`src/rtl/uart_pkg.sv`:
```
// Shared constants for the uart transmit queue:
// byte width and launch FSM state encodings.
package uart_pkg;

  localparam int BYTE_W = 8;

  localparam logic [1:0] Q_IDLE   = 2'd0;
  localparam logic [1:0] Q_LAUNCH = 2'd1;
  localparam logic [1:0] Q_WAIT   = 2'd2;

endpackage

```
`src/rtl/uart_byte_fifo.sv`:
```
// Synchronous byte FIFO with registered full/empty/level
// and a combinational head-of-queue read port.
module uart_byte_fifo
  import uart_pkg::*;
#(
  parameter int DEPTH = 16
) (
  input  logic                    clk,
  input  logic                    rst,
  input  logic                    push,
  input  logic [BYTE_W-1:0]       data,
  input  logic                    pop,
  output logic [BYTE_W-1:0]       head,
  output logic                    full,
  output logic                    empty,
  output logic [$clog2(DEPTH):0]  level
);

  localparam int AW = $clog2(DEPTH);
  localparam int LW = AW + 1;
  localparam logic [AW:0] L_FULL = LW'(DEPTH);

  logic [BYTE_W-1:0] mem [DEPTH];
  logic [AW:0]       wr_ptr;
  logic [AW:0]       rd_ptr;
  logic [AW:0]       level_nx;
  logic              do_push;
  logic              do_pop;

  // Both gated by registered flags, so a full push is dropped
  // even when a pop happens in the same cycle.
  assign do_push = push && !full;
  assign do_pop  = pop && !empty;
  assign head    = mem[rd_ptr[AW-1:0]];

  always_comb begin
    level_nx = level;
    unique case ({do_push, do_pop})
      2'b10:   level_nx = level + LW'(1);
      2'b01:   level_nx = level - LW'(1);
      default: level_nx = level;
    endcase
  end

  always_ff @(posedge clk or posedge rst) begin
    if (rst) begin
      wr_ptr <= '0;
      rd_ptr <= '0;
      level  <= '0;
      full   <= 1'b0;
      empty  <= 1'b1;
    end else begin
      if (do_push) wr_ptr <= wr_ptr + LW'(1);
      if (do_pop)  rd_ptr <= rd_ptr + LW'(1);
      level <= level_nx;
      full  <= (level_nx == L_FULL);
      empty <= (level_nx == '0);
    end
  end

  always_ff @(posedge clk) begin
    if (do_push) mem[wr_ptr[AW-1:0]] <= data;
  end

endmodule

```
`src/rtl/uart_tx_queue.sv`:
```
// Byte queue upstream of the uart transmitter: pops one byte,
// pulses start, then waits for txdone or a stall timeout.
module uart_tx_queue
  import uart_pkg::*;
#(
  parameter int DEPTH       = 16,
  parameter int TIMEOUT_CYC = 20000
) (
  input  logic                    clk,
  input  logic                    rst,
  input  logic                    wr_en,
  input  logic [BYTE_W-1:0]       wr_data,
  output logic                    full,
  output logic                    empty,
  output logic [$clog2(DEPTH):0]  level,
  output logic                    overflow,
  output logic                    tx_timeout,
  output logic                    busy,
  output logic                    start,
  output logic [BYTE_W-1:0]       txin,
  input  logic                    txdone
);

  localparam int TW = $clog2(TIMEOUT_CYC + 1);
  localparam logic [TW-1:0] T_LAST = TW'(TIMEOUT_CYC - 1);

  logic [1:0]        state;
  logic [TW-1:0]     timer;
  logic [BYTE_W-1:0] head;
  logic              pop;

  assign pop  = (state == Q_IDLE) && !empty;
  assign busy = (state != Q_IDLE);

  uart_byte_fifo #(
    .DEPTH(DEPTH)
  ) u_fifo (
    .clk  (clk),
    .rst  (rst),
    .push (wr_en),
    .data (wr_data),
    .pop  (pop),
    .head (head),
    .full (full),
    .empty(empty),
    .level(level)
  );

  always_ff @(posedge clk or posedge rst) begin
    if (rst) begin
      overflow <= 1'b0;
    end else if (wr_en && full) begin
      overflow <= 1'b1;
    end
  end

  // A timed-out byte is counted as lost; the FSM moves on.
  always_ff @(posedge clk or posedge rst) begin
    if (rst) begin
      state      <= Q_IDLE;
      timer      <= '0;
      start      <= 1'b0;
      txin       <= '0;
      tx_timeout <= 1'b0;
    end else begin
      start <= 1'b0;
      unique case (1'b1)
        (state == Q_IDLE): begin
          if (!empty) begin
            txin  <= head;
            start <= 1'b1;
            state <= Q_LAUNCH;
          end
        end
        (state == Q_LAUNCH): begin
          timer <= '0;
          state <= Q_WAIT;
        end
        (state == Q_WAIT): begin
          if (txdone) begin
            state <= Q_IDLE;
          end else if (timer == T_LAST) begin
            tx_timeout <= 1'b1;
            state      <= Q_IDLE;
          end else begin
            timer <= timer + TW'(1);
          end
        end
        default: state <= Q_IDLE;
      endcase
    end
  end

endmodule

```
`config.mk`:
```
export PLATFORM = sky130hd
export DESIGN_NAME = uart_tx_queue
export DESIGN_NICKNAME = d
export VERILOG_FILES = /design/src/rtl/uart_pkg.sv /design/src/rtl/uart_byte_fifo.sv /design/src/rtl/uart_tx_queue.sv
export SDC_FILE = /design/constraint.sdc
export NUM_CORES = 1
export LEC_CHECK = 0
export BUFFER_PORTS_ARGS = -buffer_cell sky130_fd_sc_hd__clkbuf_2
export CORE_ASPECT_RATIO = 1.5
export CORE_MARGIN = 8
export CORE_UTILIZATION = 65
export CTS_CLUSTER_SIZE = 10
export DETAILED_ROUTE_END_ITERATION = 12
export PLACE_DENSITY = 0.92
export SETUP_SLACK_MARGIN = 0.2
export SYNTH_ARGS = -nofsm -noshare
export SYNTH_HDL_FRONTEND = slang
export SYNTH_SLANG_ARGS = --single-unit
export TNS_END_PERCENT = 50
```
`constraint.sdc`:
```
create_clock -name clk -period 5.7 [get_ports clk]
set_clock_uncertainty 0.1 [all_clocks]
set_input_delay 0.285 -clock clk [delete_from_list [all_inputs] [get_ports clk]]
set_output_delay 0.285 -clock clk [all_outputs]
set_load 0.005 [all_outputs]
```
**Word level (Yosys, flattened, before mapping)**

Memories as Yosys holds them, arrays and structs flattened. A register that Yosys moved wholly into a read port is not among the register bits.
Index checks and enable logic that the tools add are counted.

- Input bits: 12
- Flip-flop bits (word level): 37
- Memories kept: 1
- Output and inout bits: 19
- Logic and storage cells: 54
- Bits in writable memories: 128

- Equal/unequal tests: 10
- Add/subtract/negate cells: 5
- Mux-type cells: 12
- Bitwise logic cells: 2
- Reduce and logical (&&, ||, !) cells: 14

Memories:

| name | depth | width | rd ports | clocked after Yosys merged registers in | wr ports | RTL line | text |
|---|---|---|---|---|---|---|---|
| u_fifo.mem | 16 | 8 | 1 | 1 | 1 | uart_byte_fifo.sv:23 | `logic [BYTE_W-1:0] mem [DEPTH];` |

Operator list:

| operator | number |
|---|---|
| 2-to-1 mux 15 bit | 2 |
| one-hot mux 15 bit (2 select lines) | 1 |
| adder 15 x 1 -> 15 bit (second input constant) | 1 |
| adder 5 x 1 -> 5 bit (second input constant) | 3 |
| == test 15 bit (second input constant) | 1 |
| one-hot mux 5 bit (2 select lines) | 1 |
| 2-to-1 mux 2 bit | 3 |
| != test 2 bit (second input constant) | 3 |
| one-hot mux 2 bit (3 select lines) | 1 |
| AND reduction 3 bit | 2 |
| == test 5 bit (second input constant) | 1 |
| logical NOT 5 bit | 1 |
| subtractor 5 x 1 -> 5 bit (second input constant) | 1 |
| == test 2 x 1 -> 1 bit (second input constant) | 2 |
| == test 2 bit (second input constant) | 2 |
| logical AND 1 bit | 4 |
| 2-to-1 mux 1 bit | 4 |
| AND reduction 2 bit | 2 |
| nonzero test 2 bit | 2 |
| != test 3 x 2 -> 1 bit (second input constant) | 1 |
| logical NOT 1 bit | 2 |
| logical NOT 2 bit | 1 |
| inverter 1 bit | 2 |

**Depth between registers and ports, before layout**

Gate-level depths: netlist of the first run.

- Depth in word-level cells: 6
- Gate-level depth with buffers: 11

**Modules after synthesis**

A second synthesis of the first run with hierarchy kept.

- Cells, all modules: 461
- Area, all modules: 7176.9 um2

Modules (own cells, without submodules):

| module | cells each | seq. area each (um2) | area each (um2) | times used |
|---|---|---|---|---|
| uart_byte_fifo | 346 | 4220.3 | 5871.9 | 1 |
| uart_tx_queue | 115 | 700.7 | 1305.0 | 1 |

**Worst setup path before layout of the first run**

OpenSTA, ideal clock, no wires.

- Kind: flip-flop to flip-flop
- Start: register state[0]
- End: register u_fifo.full
- Data required time: 5.512 ns
- Period minus slack after synthesis: 2.492 ns
- Cell stages (with the launch flop): 12
- Slack: 3.208 ns
- Library setup time: 0.088 ns
- Data arrival time: 2.304 ns
- Path through: dfrtp_1 > or3_1 > buf_6 > clkinv_8 > nand2_8 > xnor2_1 > ha_1 > nor3b_1 > a31o_2 > a22oi_1 > xnor2_1 > nor3b_1

- Longest elaborated chain between the ends: 6
- Elaborated cells on any way between the ends: 7
- Classes of those cells: eq/ne (3); mux (1); reduce/logical (3)

Ends and longest elaborated chain:

| element | RTL line | text |
|---|---|---|
| start: declaration | uart_tx_queue.sv:27 | `logic [1:0] state;` |
| start signal: assignment | uart_tx_queue.sv:60 | `state <= Q_IDLE;` |
| start signal: assignment | uart_tx_queue.sv:72 | `state <= Q_LAUNCH;` |
| start signal: assignment | uart_tx_queue.sv:77 | `state <= Q_WAIT;` |
| logical NOT 2 bit (*) | uart_tx_queue.sv:32 | `assign pop = (state == Q_IDLE) && !empty;` |
| logical AND 1 bit (*) | uart_tx_queue.sv:32 |  |
| net pop | uart_tx_queue.sv:30 | `logic pop;` |
| logical AND 1 bit (*) | uart_byte_fifo.sv:33 | `assign do_pop = pop && !empty;` |
| == test 2 x 1 -> 1 bit / == test 2 bit (equally long branches) | uart_byte_fifo.sv:38 | `unique case ({do_push, do_pop})` |
| one-hot mux 5 bit (2 select lines) (*) | uart_byte_fifo.sv:38 |  |
| net u_fifo.level_nx[4] | uart_byte_fifo.sv:26 | `logic [AW:0] level_nx;` |
| == test 5 bit (*) | uart_byte_fifo.sv:56 | `full <= (level_nx == L_FULL);` |
| end signal: assignment | uart_byte_fifo.sv:56 |  |
| end: declaration | uart_byte_fifo.sv:14 | `output logic full,` |

The timed path passes the listed nets; every way through them passes the cells marked *.
A chain may end at the register's enable or synchronous reset.

**Worst setup path in the final report of the first run**

- Start: input port wr_en
- End: register u_fifo.full

- Longest elaborated chain between the ends: 4
- Elaborated cells on any way between the ends: 5
- Classes of those cells: eq/ne (3); mux (1); reduce/logical (1)

Ends and longest elaborated chain:

| element | RTL line | text |
|---|---|---|
| start: declaration | uart_tx_queue.sv:11 | `input logic wr_en,` |
| logical AND 1 bit (*) | uart_byte_fifo.sv:32 | `assign do_push = push && !full;` |
| == test 2 x 1 -> 1 bit / == test 2 bit (equally long branches) | uart_byte_fifo.sv:38 |  |
| one-hot mux 5 bit (2 select lines) (*) | uart_byte_fifo.sv:38 |  |
| net u_fifo.level_nx[4] | uart_byte_fifo.sv:26 |  |
| == test 5 bit (*) | uart_byte_fifo.sv:56 |  |

Marks and branches as above.

==> summary.md, run 1 <==
| Metric | Value |
|---|---|
| Core Area | 0.0105 mm² |
| Tightest Pin Transition | 1.19 ns |
| # IOs | 31 |
| CP max FO | 10 |
| Avg WL per Cell | 23.2 µm |
| Max layer used | met4 |
| Setup TNS Final | 0 ns |
| Ranking of synthesized cells by area | edfxtp_1, dfrtp_1, mux4_2, mux2i_1, xnor2_1 |
| #FFs+latches synth | 171 |
| H-tree Lvls | 4 |
| Highest-delay cell along the critical path | nor2b_1 |
| Worst reg2reg endpoint | u_fifo.full |
| Reg2Reg Launch Point | state[0] |
| FP Rows | 46 |
| Critical path class | in -> reg |
| First-pass GRT wire length | 22.2 mm |
| Psw | 1.30 mW |
| Clock Pin Slew Worst Setup and Hold Paths | 0.06 ns |
| Top-area cell type share of the netlist area | 0.547 |
| CTS-repair resized insts | 0 |
| Layout area overhead | 12.3% |
| Ant. Diodes | 0 |
| Slew HR | 0.209 |
| CP Cell Sequence | dlygate4sd3_1, clkbuf_2, nor2b_1, inv_1, nand2_8, xnor2_1, ha_1, nor3b_1, a31o_2, a22oi_1, xnor2_1, nor3b_1 |
| All-Layer GR Usage | 0.213 |
| Initial core utilization | 0.667 |
| Total gr overflow | 0 |
| Sequential share of the synthesized area | 0.700 |
| Startpoint of the worst hold path | wr_data[7] |
| Slew Viols, Final | 0 |
| Final Cycle Share | 0.561 |
| Hold Violations, Final | 0 |
| Fmax | 312 MHz |
| Worst Reg2Reg Path Length in Cells | 10 |
| Most frequent cells in the layout | edfxtp_1, dfrtp_1, mux4_2, nor2_1, clkbuf_2 |
| Post-synth EDFFs | 128 |
| Drt via density | 6.28 |
| Largest area contributor in the netlist | edfxtp_1 |
| WP data required | 5.92 ns |
| Post-layout power | 4.04 mW |
| Tmin final | 3.20 ns |
| Total Nets Final | 481 |
| Initial DRC count | 317 |
| Critical Path Sink Type | flop |
| Part of the power in registers | 0.441 |
| Commonest non-fill, non-tap cell in the layout | edfxtp_1 |
| RSZ-0062 raised after global routing | no |
| First-pass DRT Iterations | 5 |
| Fraction of registers with async set/reset | 0.251 |
| Largest net degree at the start of global routing | 44 |
| Vias | 3882 |
| DRC | 0 |
| Initial antenna violation count | 0 |
| Int Pwr | 2.74 mW |
| Worst EP arrival | 3.42 ns |
| CP peak stage delay | 0.59 ns |
| Clock tree sinks | 171 |
| Endpoints failing setup | 0 |
| Pwr dens | 511 mW/mm² |
| Top FF cell, synth | edfxtp_1 |
| Max-cap viol count | 0 |
| Num CTS Buffers | 17 |
| DR WL met3 | 805 µm |
| Post-DP HPWL | 9.05 mm |
| Library cells used by synthesis | 48 |
| Wl on met1 | 5.41 mm |
| Status | completed |
| Vert. Die Dim | 143 µm |
| Synthesized area | 0.00703 mm² |
| Die span in x | 101 µm |
| Min-delay worst type | in -> reg |
| DRT Wirelength | 14.3 mm |
| Leakage power | 2.83 nW |
| Switching fraction of total power | 0.322 |
| Yosys Warn Count | 0 |
| Number of port buffers | 30 |
| Root Buffer | clkbuf_16 |
| WHS Path Cells | 1 |
| CTS tree | built |
| Bufs on Longest Clock Path | 2 |
| Skew-Pair Late Insertion Delay | 0.42 ns |
| Avg Cell Area, Syn | 16.6 µm² |
| Placer Congestion | 0.812 |
| Routed met2 length | 7.71 mm |
| Vias in the first global route | 3931 |
| R2r setup slk | 2.58 ns |
| Gate power share | 0.290 |
| Die ar. | 0.0145 mm² |
| Clk pwr share | 0.269 |
| Cells after Synth | 424 |
| Worst setup SP type | input port |
| Hold Crit Endpoint | u_fifo.mem[12][7] |
| Maximum VDD drop | 343 µV |
| Fraction of layout cells with a size suffix above 1 | 0.217 |
| DRT antenna net count | 0 |
| Mapped Nets | 444 |
==> critical path, delay by kind of cell <==
| kind | cells | cell delay (ns) |
|---|---|---|
| AOI/OAI and AO/OA | 2 | 0.51 |
| adders and majority gates | 1 | 0.23 |
| buffers and inverters | 3 | 0.94 |
| xor gates and xnor gates | 2 | 0.29 |
| and+or+nand+nor | 4 | 1.16 |
==> per-stage QoR <==
step,std cells,setup WS [ns],utilization,hold WS [ns],instance area (µm²)
floorplan,424,3.21,-,0.284,7030
global placement,584,2.74,0.695,0.317,7320
detailed placement,584,2.67,0.695,0.324,7320
CTS,618,2.51,0.750,0.166,7900
global route,618,2.34,0.750,0.172,7900
finish,618,2.50,0.750,0.172,7900
==> power groups by stage <==
stage | sequential [mW] | clock (mW) | combinational [mW]
floorplan | 1.65 | 0 | 0.958
global placement | 1.77 | 0 | 1.09
detailed placement | 1.79 | 0 | 1.15
CTS | 1.78 | 1.09 | 1.18
global route | 1.80 | 1.15 | 1.26
finish | 1.78 | 1.09 | 1.17
==> cell type report <==
type / instances / area [µm²]
Clock inverter: 14 / 130
Fill cell: 583 / 2640
Tap cell: 144 / 180
Clock buffer: 18 / 429
Timing Repair Buffer: 38 / 215
Inverter: 13 / 61.3
Multi-Input combinational cell: 220 / 1960
Sequential cell: 171 / 4920
==> how the worst max path moves through the flow <==
stage               startpoint           to  slack [ns]  cells after the start
floorplan             state[0]  u_fifo.full        3.21                     11
global placement      state[0]  u_fifo.full        2.74                     10
detailed placement    state[0]  u_fifo.full        2.67                     10
CTS                      wr_en  u_fifo.full        2.51                     12
global route             wr_en  u_fifo.full        2.34                     12
finish                   wr_en  u_fifo.full        2.50                     12
==> flip-flops by register name (all words and copies together) (netlist names) <==
signal and count:
overflow 1, start 1, state 2, timer 15, tx_timeout 1, txin 8
u_fifo.empty 1, u_fifo.full 1, u_fifo.level 5, u_fifo.mem 128, u_fifo.rd_ptr 4, u_fifo.wr_ptr 4
==> what timing repair did <==
| action | CTS | global route |
|---|---|---|
| buffers inserted | 0 | 0 |
| hold buffers | 2 | 0 |
| hold endpoints to repair | 43 | 0 |
| endpoints found under the setup margin | 0 | 0 |
==> logic make-up (layout without fill, tap and decap cells) <==
family / Yosys count / count (layout) / synth area share
compound gates: 44 / 44 / 0.0379
xor+xnor: 19 / 19 / 0.0256
fa+ha+maj: 8 / 8 / 0.0142
buf+inv: 33 / 83 / 0.0215
flops: 171 / 171 / 0.700
mux: 49 / 49 / 0.127
simple gates: 100 / 100 / 0.0737
==> per-layer routing <==
metal,up-vias,track usage
met2,172,0.369
met3,27,0.0513
met1,1985,0.245
met4,0,0.0946
met5,-,0
li1,1698,-
==> synthesized netlist by cell type, drive strengths merged (10+ instances only) <==
master,number
inv,12
clkbuf,11
a21oi,17
edfxtp,128
xnor2,16
dfrtp,42
mux2i,16
nand2,19
o21ai,14
mux4,32
nor3,10
nor2,31
(Power assumes the default switching activity.)
==> inputs of run 2 (changes only) <==
--- a/config.mk
+++ b/config.mk
@@ -8,10 +8,10 @@
 export BUFFER_PORTS_ARGS = -buffer_cell sky130_fd_sc_hd__clkbuf_2
 export CORE_ASPECT_RATIO = 1.5
 export CORE_MARGIN = 8
-export CORE_UTILIZATION = 65
+export CORE_UTILIZATION = 55
 export CTS_CLUSTER_SIZE = 10
 export DETAILED_ROUTE_END_ITERATION = 12
-export PLACE_DENSITY = 0.92
+export PLACE_DENSITY = 0.83
 export SETUP_SLACK_MARGIN = 0.2
 export SYNTH_ARGS = -nofsm -noshare
 export SYNTH_HDL_FRONTEND = slang
==> constraint.sdc (replaced) <==
create_clock -name clk -period 2.65 [get_ports clk]
set_clock_uncertainty 0.1 [all_clocks]
set_input_delay 0.1325 -clock clk [delete_from_list [all_inputs] [get_ports clk]]
set_output_delay 0.1325 -clock clk [all_outputs]
set_load 0.005 [all_outputs]
==> run 2 against run 1 <==
- register-to-register slack got worse by 2.4 ns
- highest routed layer unchanged
- worst hold slack lost 0.15 ns
- sequential power is 120% higher
- largest cell class unchanged
- via count up 4.0%
==> summary.md, run 2 (synthesis results as in run 1) <==
| Metric | Value |
|---|---|
| DRT antenna net count | 0 (unchanged) |
| Reg2Reg Launch Point | state[0] (unchanged) |
| Ant. Diodes | 0 (unchanged) |
| Psw | 3.09 mW (was 1.30 mW) |
| H-tree Lvls | 4 (unchanged) |
| Hold Violations, Final | 0 (unchanged) |
| Leakage power | 3.04 nW (was 2.83 nW) |
| Clk pwr share | 0.274 (was 0.269) |
| Critical path startpoint | state[0] (was wr_en) |
| Critical Path Sink Type | flop (unchanged) |
| Final Cycle Share | 0.927 |
| Placer Congestion | 0.837 (was 0.812) |
| DRT Wirelength | 14.7 mm (was 14.3 mm) |
| Die ar. | 0.0167 mm² (was 0.0145 mm²) |
| Clock tree sinks | 171 (unchanged) |
| Fin util | 0.661 (was 0.750) |
| FP Rows | 50 (was 46) |
| Fill cell count | 797 (was 583) |
| First-pass GRT wire length | 22.9 mm (was 22.2 mm) |
| Gate power share | 0.317 (was 0.290) |
| All-Layer GR Usage | 0.183 (was 0.213) |
| Clock Pin Slew Worst Setup and Hold Paths | 0.07 ns (was 0.06 ns) |
| Initial antenna violation count | 0 (unchanged) |
| Initial core utilization | 0.562 (was 0.667) |
| Vert. Die Dim | 154 µm (was 143 µm) |
| Hold Slack | 0.0221 ns (was 0.172 ns) |
| GR Util met1 | 0.200 (was 0.245) |
| Skew-Pair Late Insertion Delay | 0.42 ns (about the same) |
| Die span in x | 108 µm (was 101 µm) |
| CTS tree | built (unchanged) |
| Vias in the first global route | 4145 (was 3931) |
| Setup TNS Final | 0 ns (unchanged) |
| Vias | 4039 (was 3882) |
| # IOs | 31 (unchanged) |
| First-pass DRT Iterations | 5 (unchanged) |
| Maximum VDD drop | 488 µV (was 343 µV) |
| Met3 usage | 0.0424 (was 0.0513) |
| Min-delay worst type | in -> reg (unchanged) |
| Initial DRC count | 298 (was 317) |
| Setup crit end | u_fifo.full (unchanged) |
| Post-route cell area | 0.00827 mm² (was 0.00790 mm²) |
| Fmax | 407 MHz |
| Drt via density | 6.15 (was 6.28) |
| Root Buffer | clkbuf_16 (unchanged) |
| Post-DP HPWL | 9.57 mm (was 9.05 mm) |
| Most frequent cells in the layout | edfxtp_1, dfrtp_1, buf_4, mux4_2, nor2_1 (was edfxtp_1, dfrtp_1, mux4_2, nor2_1, clkbuf_2) |
| Reg area | 0.00492 mm² (unchanged) |
| Pwr dens | 1130 mW/mm² (was 511 mW/mm²) |
| Placed inst area | 0.00751 mm² (was 0.00732 mm²) |
| DRC | 0 (unchanged) |
| WP data required | 2.90 ns (was 5.92 ns) |
| Slew HR | 0.447 (was 0.209) |
| Tightest Pin Transition | 0.830 ns (was 1.19 ns) |
| Core Area | 0.0125 mm² (was 0.0105 mm²) |
| Tmin final | 2.46 ns |
| Max reg flops | 128 (unchanged) |
| Worst Reg2Reg Path Length in Cells | 10 (unchanged) |
| Worst EP arrival | 2.71 ns (was 3.42 ns) |
| Avg WL per Cell | 22.4 µm (was 23.2 µm) |
| Endpoints failing setup | 0 (unchanged) |
| Global routing's busiest layer | met2 (unchanged) |
| Total Nets Final | 508 (was 481) |
| R2r setup slk | 0.19 ns (was 2.58 ns) |
| Worst setup SP type | flop (was input port) |
| Number of port buffers | 30 (unchanged) |
| Fraction of layout cells with a size suffix above 1 | 0.293 (was 0.217) |
| Largest net degree at the start of global routing | 24 (was 44) |
| Status | completed (unchanged) |
| Int Pwr | 6.26 mW (was 2.74 mW) |
| Slew Viols, Final | 0 (unchanged) |
| Layout area overhead | 17.6% (was 12.3%) |
| Multi-input gate area | 0.00205 mm² (was 0.00196 mm²) |
| Bufs on Longest Clock Path | 2 (unchanged) |
| Critical path class | reg -> reg (was in -> reg) |
| Worst reg2reg endpoint | u_fifo.full (unchanged) |
| Commonest non-fill, non-tap cell in the layout | edfxtp_1 (unchanged) |
| CP max FO | 4 (was 10) |
| Switching fraction of total power | 0.330 (was 0.322) |
| Num CTS Buffers | 17 (unchanged) |
| Total gr overflow | 0 (unchanged) |
| RSZ-0062 raised after global routing | yes (was no) |
| Max-cap viol count | 0 (unchanged) |
| Global-route met2 utilization | 0.316 (was 0.369) |
| Part of the power in registers | 0.410 (was 0.441) |
## run 2: cell count changes in the layout (fill, tap and decap cells not counted), sizes merged
cell	before	now
inv	11	19
clkbuf	48	47
clkinv	8	7
clkinvlp	6	0
buf	6	33
## run 2: power groups by stage
stage / clock network [mW] / registers, mW / logic [mW]
after floorplan: 0 / 3.56 / 2.08
after global placement: 0 / 3.80 / 2.54
after detailed placement: 0 / 3.83 / 2.67
after CTS: 2.59 / 3.81 / 2.80
after global routing: 2.68 / 3.88 / 3.19
final: 2.55 / 3.83 / 2.96
## run 2: worst min path at each step
stage	slack (ns)	to	startpoint	cells after the start
2_1_floorplan	0.13	u_fifo.mem[0][0]	wr_data[0]	0
3_3_place_gp	0.06	state[0]	rst	2
3_5_place_dp	0.09	state[0]	rst	2
4_1_cts	0.006	u_fifo.mem[14][0]	wr_data[0]	1
5_1_grt	0.03	u_fifo.mem[14][0]	wr_data[0]	1
6_report	0.02	timer[0]	txdone	3
## run 2: layout make-up
cell class,instances,share of cell area
Inverter,13,0.00742
Timing Repair Buffer,65,0.0505
Tap cell,156,0.0236
Clock buffer,17,0.0515
Clock inverter,15,0.0238
Multi-Input combinational cell,220,0.248
Sequential cell,171,0.595
## run 2: per-stage QoR
| step | worst slack, ns | power, mW | std cells |
|---|---|---|---|
| after floorplan | 0.219 | 5.64 | 424 |
| after CTS | 0.204 | 9.20 | 654 |
| after detailed placement | 0.0107 | 6.50 | 618 |
| after global placement | 0.191 | 6.34 | 618 |
| final | 0.192 | 9.34 | 657 |
| after global routing | 0.108 | 9.75 | 657 |
## run 2: repair_timing
action,4_1_cts,5_1_grt
pin swaps,3,5
hold buffers,2,0
hold endpoints to repair,21,0
setup buffers,2,3
cloned,0,0
gates resized for setup,6,6
endpoints found under the setup margin,3,3
## run 2: per-layer routing
| metal | routed length, µm | vias up |
|---|---|---|
| met4 | 656 | 0 |
| met3 | 695 | 49 |
| met2 | 8010 | 144 |
| met1 | 5380 | 2090 |
| li1 | - | 1756 |
| met5 | 0 | - |
## run 2: critical path, cell delays in order, from the launching register on
cell,delay [ns]
dfrtp_1,0.39
or3_4,0.44
clkinv_8,0.07
nand2_8,0.06
xnor2_4,0.16
ha_4,0.19
nor3b_4,0.15
a31o_2,0.21
a22oi_2,0.23
xnor2_2,0.17
nor3b_2,0.19
==> inputs of run 3 (changes only) <==
--- a/config.mk
+++ b/config.mk
@@ -8,10 +8,10 @@
 export BUFFER_PORTS_ARGS = -buffer_cell sky130_fd_sc_hd__clkbuf_2
 export CORE_ASPECT_RATIO = 1.5
 export CORE_MARGIN = 8
-export CORE_UTILIZATION = 55
+export CORE_UTILIZATION = 33
 export CTS_CLUSTER_SIZE = 10
 export DETAILED_ROUTE_END_ITERATION = 12
-export PLACE_DENSITY = 0.83
+export PLACE_DENSITY = 0.58
 export SETUP_SLACK_MARGIN = 0.2
 export SYNTH_ARGS = -nofsm -noshare
 export SYNTH_HDL_FRONTEND = slang
==> run 3 against run 2 <==
- worst hold slack improved by 0.022 ns
- non-clock buffer count decreased by 3
- design area increased by 2.1%
- sequential power decreased by 2%
- critical path depth unchanged
- first-iteration DRC count decreased by 14%
- die area increased by 57%
- fmax increased by 1.8%
- utilization decreased by 26 points
- register-to-register slack improved by 0.04 ns
- via count decreased by 6.8%
- sequential share of layout area decreased by 1.2 points
- largest power group unchanged
==> summary.md, run 3 (synthesis results as in run 1) <==
| Metric | Value |
|---|---|
| Leakage power | 3.05 nW (was 3.04 nW) |
| Setup WS pre-CTS | 0.0306 ns (was 0.0107 ns) |
| WP data required | 2.88 ns (was 2.90 ns) |
| Clock Pin Slew Worst Setup and Hold Paths | 0.06 ns (was 0.07 ns) |
| Die span in x | 135 µm (was 108 µm) |
| Finished Layout Cells | 764 (was 657) |
| Fmax | 414 MHz (was 407 MHz) |
| Startpoint of the worst hold path | wr_data[0] (was txdone) |
| Root Buffer | clkbuf_16 (unchanged) |
| Worst EP arrival | 2.65 ns (was 2.71 ns) |
| Max reg flops | 128 (unchanged) |
| Slew Viols, Final | 0 (unchanged) |
| Critical path startpoint | u_fifo.empty (was state[0]) |
| Part of the power in registers | 0.398 (was 0.410) |
| Gate power share | 0.314 (was 0.317) |
| First-pass GRT wire length | 22.9 mm (about the same) |
| Setup WS post-layout | 0.236 ns (was 0.192 ns) |
| Bufs on Longest Clock Path | 2 (unchanged) |
| Slew HR | 0.398 (was 0.447) |
| # IOs | 31 (unchanged) |
| Initial core utilization | 0.335 (was 0.562) |
| Status | completed (unchanged) |
| Post-layout power | 9.44 mW (was 9.34 mW) |
| Avg WL per Cell | 18.4 µm (was 22.4 µm) |
| Initial antenna violation count | 0 (unchanged) |
| H-tree Lvls | 4 (unchanged) |
| CP peak stage delay | 0.42 ns (was 0.44 ns) |
| Worst setup SP type | flop (unchanged) |
| Critical path class | reg -> reg (unchanged) |
| DRT Wirelength | 14.1 mm (was 14.7 mm) |
| First-pass DRT Iterations | 4 (was 5) |
| Initial DRC count | 257 (was 298) |
| RSZ-0062 raised after global routing | no (was yes) |
| Switching fraction of total power | 0.303 (was 0.330) |
| CTS tree | built (unchanged) |
| Die ar. | 0.0263 mm² (was 0.0167 mm²) |
| Clk pwr share | 0.288 (was 0.274) |
| Reg2Reg Launch Point | u_fifo.empty (was state[0]) |
| Num CTS Buffers | 17 (unchanged) |
| Worst path most repeated cell | nor3b_2 |
| FP Rows | 65 (was 50) |
| Setup TNS Final | 0 ns (unchanged) |
| Maximum VDD drop | 410 µV (was 488 µV) |
| Skew-Pair Late Insertion Delay | 0.41 ns (was 0.42 ns) |
| Tmin final | 2.41 ns (was 2.46 ns) |
| DRC | 0 (unchanged) |
| Most frequent cells in the layout | edfxtp_1, dfrtp_1, mux4_2, nor2_1, clkbuf_2 (was edfxtp_1, dfrtp_1, buf_4, mux4_2, nor2_1) |
| Ant. Diodes | 0 (unchanged) |
| Vert. Die Dim | 195 µm (was 154 µm) |
| Post-DP HPWL | 9.85 mm (was 9.57 mm) |
| Pwr dens | 1120 mW/mm² (was 1130 mW/mm²) |
| Vias in the first global route | 4060 (was 4145) |
| CP Cell Sequence | or3_4, clkinv_8, nand2_8, xnor2_4, ha_4, nor3b_2, a31o_2, a22oi_2, xnor2_2, nor3b_2 (was or3_4, clkinv_8, nand2_8, xnor2_4, ha_4, nor3b_4, a31o_2, a22oi_2, xnor2_2, nor3b_2) |
| Endpoints failing setup | 0 (unchanged) |
| Fill cell count | 1872 (was 797) |
| Placer Congestion | 0.798 (was 0.837) |
| Fraction of layout cells with a size suffix above 1 | 0.286 (was 0.293) |
| Int Pwr | 6.58 mW (was 6.26 mW) |
| Largest net degree at the start of global routing | 44 (was 24) |
| Total gr overflow | 0 (unchanged) |
| Layout area overhead | 20.1% (was 17.6%) |
| CP max FO | 5 (was 4) |
| Min-delay worst type | in -> reg (unchanged) |
| Vias | 3764 (was 4039) |
| Final Cycle Share | 0.911 (was 0.927) |
| Highest-delay cell along the critical path | or3_4 (unchanged) |
| DRT antenna net count | 0 (unchanged) |
| Max-cap viol count | 0 (unchanged) |
| Number of port buffers | 30 (unchanged) |
| Commonest non-fill, non-tap cell in the layout | edfxtp_1 (unchanged) |
| All-Layer GR Usage | 0.114 (was 0.183) |
| Psw | 2.86 mW (was 3.09 mW) |
| Core Area | 0.0210 mm² (was 0.0125 mm²) |
| Total Nets Final | 505 (was 508) |
| Dpl cells | 730 (was 618) |
| Tightest Pin Transition | 0.902 ns (was 0.830 ns) |
| Clock tree sinks | 171 (unchanged) |
| Drt via density | 4.93 (was 6.15) |
| Fin util | 0.402 (was 0.661) |
| Critical Path Sink Type | flop (unchanged) |
| Hold Violations, Final | 0 (unchanged) |
run 3: cell types whose count changed in the layout (fill, tap and decap cells not counted), sizes merged:
cell	delta
clkinvlp	+3
buf	-3
clkinv	-4
clkbuf	+1
bufinv	+4
inv	-6
run 3: stage by stage:
step	hold WS (ns)	area (µm²)
after global placement	0.255	7660
final	0.0437	8440
after global routing	0.0448	8440
after CTS	0.0227	8360
after detailed placement	0.257	7660
after floorplan	0.131	7040
run 3: area by class of cell:
| class | instances | area, µm² | area share |
|---|---|---|---|
| Clock buffer | 18 | 429 | 0.0508 |
| Timing Repair Buffer | 62 | 408 | 0.0483 |
| Sequential cell | 171 | 4920 | 0.583 |
| Tap cell | 268 | 335 | 0.0397 |
| Clock inverter | 12 | 221 | 0.0262 |
| Multi-Input combinational cell | 220 | 2060 | 0.245 |
| Inverter | 13 | 61.3 | 0.00726 |
run 3: timing repair:
action	CTS	global route
pin swaps	2	4
endpoints found under the hold margin	43	0
endpoints found under the setup margin	3	3
setup buffers	0	2
resized for setup	5	8
hold buffers	2	0
run 3: worst max-delay path, delay by kind of cell (launching register included):
family / cells / cell delay, ns
AO/OA/AOI/OAI: 2 / 0.44
XOR/XNOR: 2 / 0.31
adder cells (fa/ha/maj): 1 / 0.20
buffers and inverters: 1 / 0.07
flip-flops: 1 / 0.37
AND/OR/NAND/NOR: 4 / 0.85
run 3: metal layers:
| metal | part of all wire | vias up | GRT usage |
|---|---|---|---|
| met5 | 0 | - | 0 |
| met4 | 0.021 | 0 | 0.0537 |
| met3 | 0.028 | 20 | 0.0256 |
| met2 | 0.57 | 64 | 0.207 |
| met1 | 0.38 | 1940 | 0.120 |
| li1 | - | 1740 | - |
run 3: worst paths after layout:
path,end,slack (ns),depth (start not counted)
worst max-delay path,u_fifo.full,0.24,10
worst min register to register,tx_timeout,0.36,1
min in group asynchronous,state[0],0.35,3
max in group asynchronous,u_fifo.rd_ptr[0],1.48,3
worst max register to register,u_fifo.full,0.24,10
worst min-delay path,u_fifo.mem[15][0],0.04,1
run 3: power groups by stage:
| stage | registers (mW) | logic, mW | clock network [mW] |
|---|---|---|---|
| floorplan | 3.56 | 2.08 | 0 |
| finish | 3.76 | 2.96 | 2.72 |
| detailed placement | 3.78 | 2.78 | 0 |
| global placement | 3.76 | 2.72 | 0 |
| global route | 3.81 | 3.27 | 2.88 |
| CTS | 3.73 | 2.83 | 2.79 |
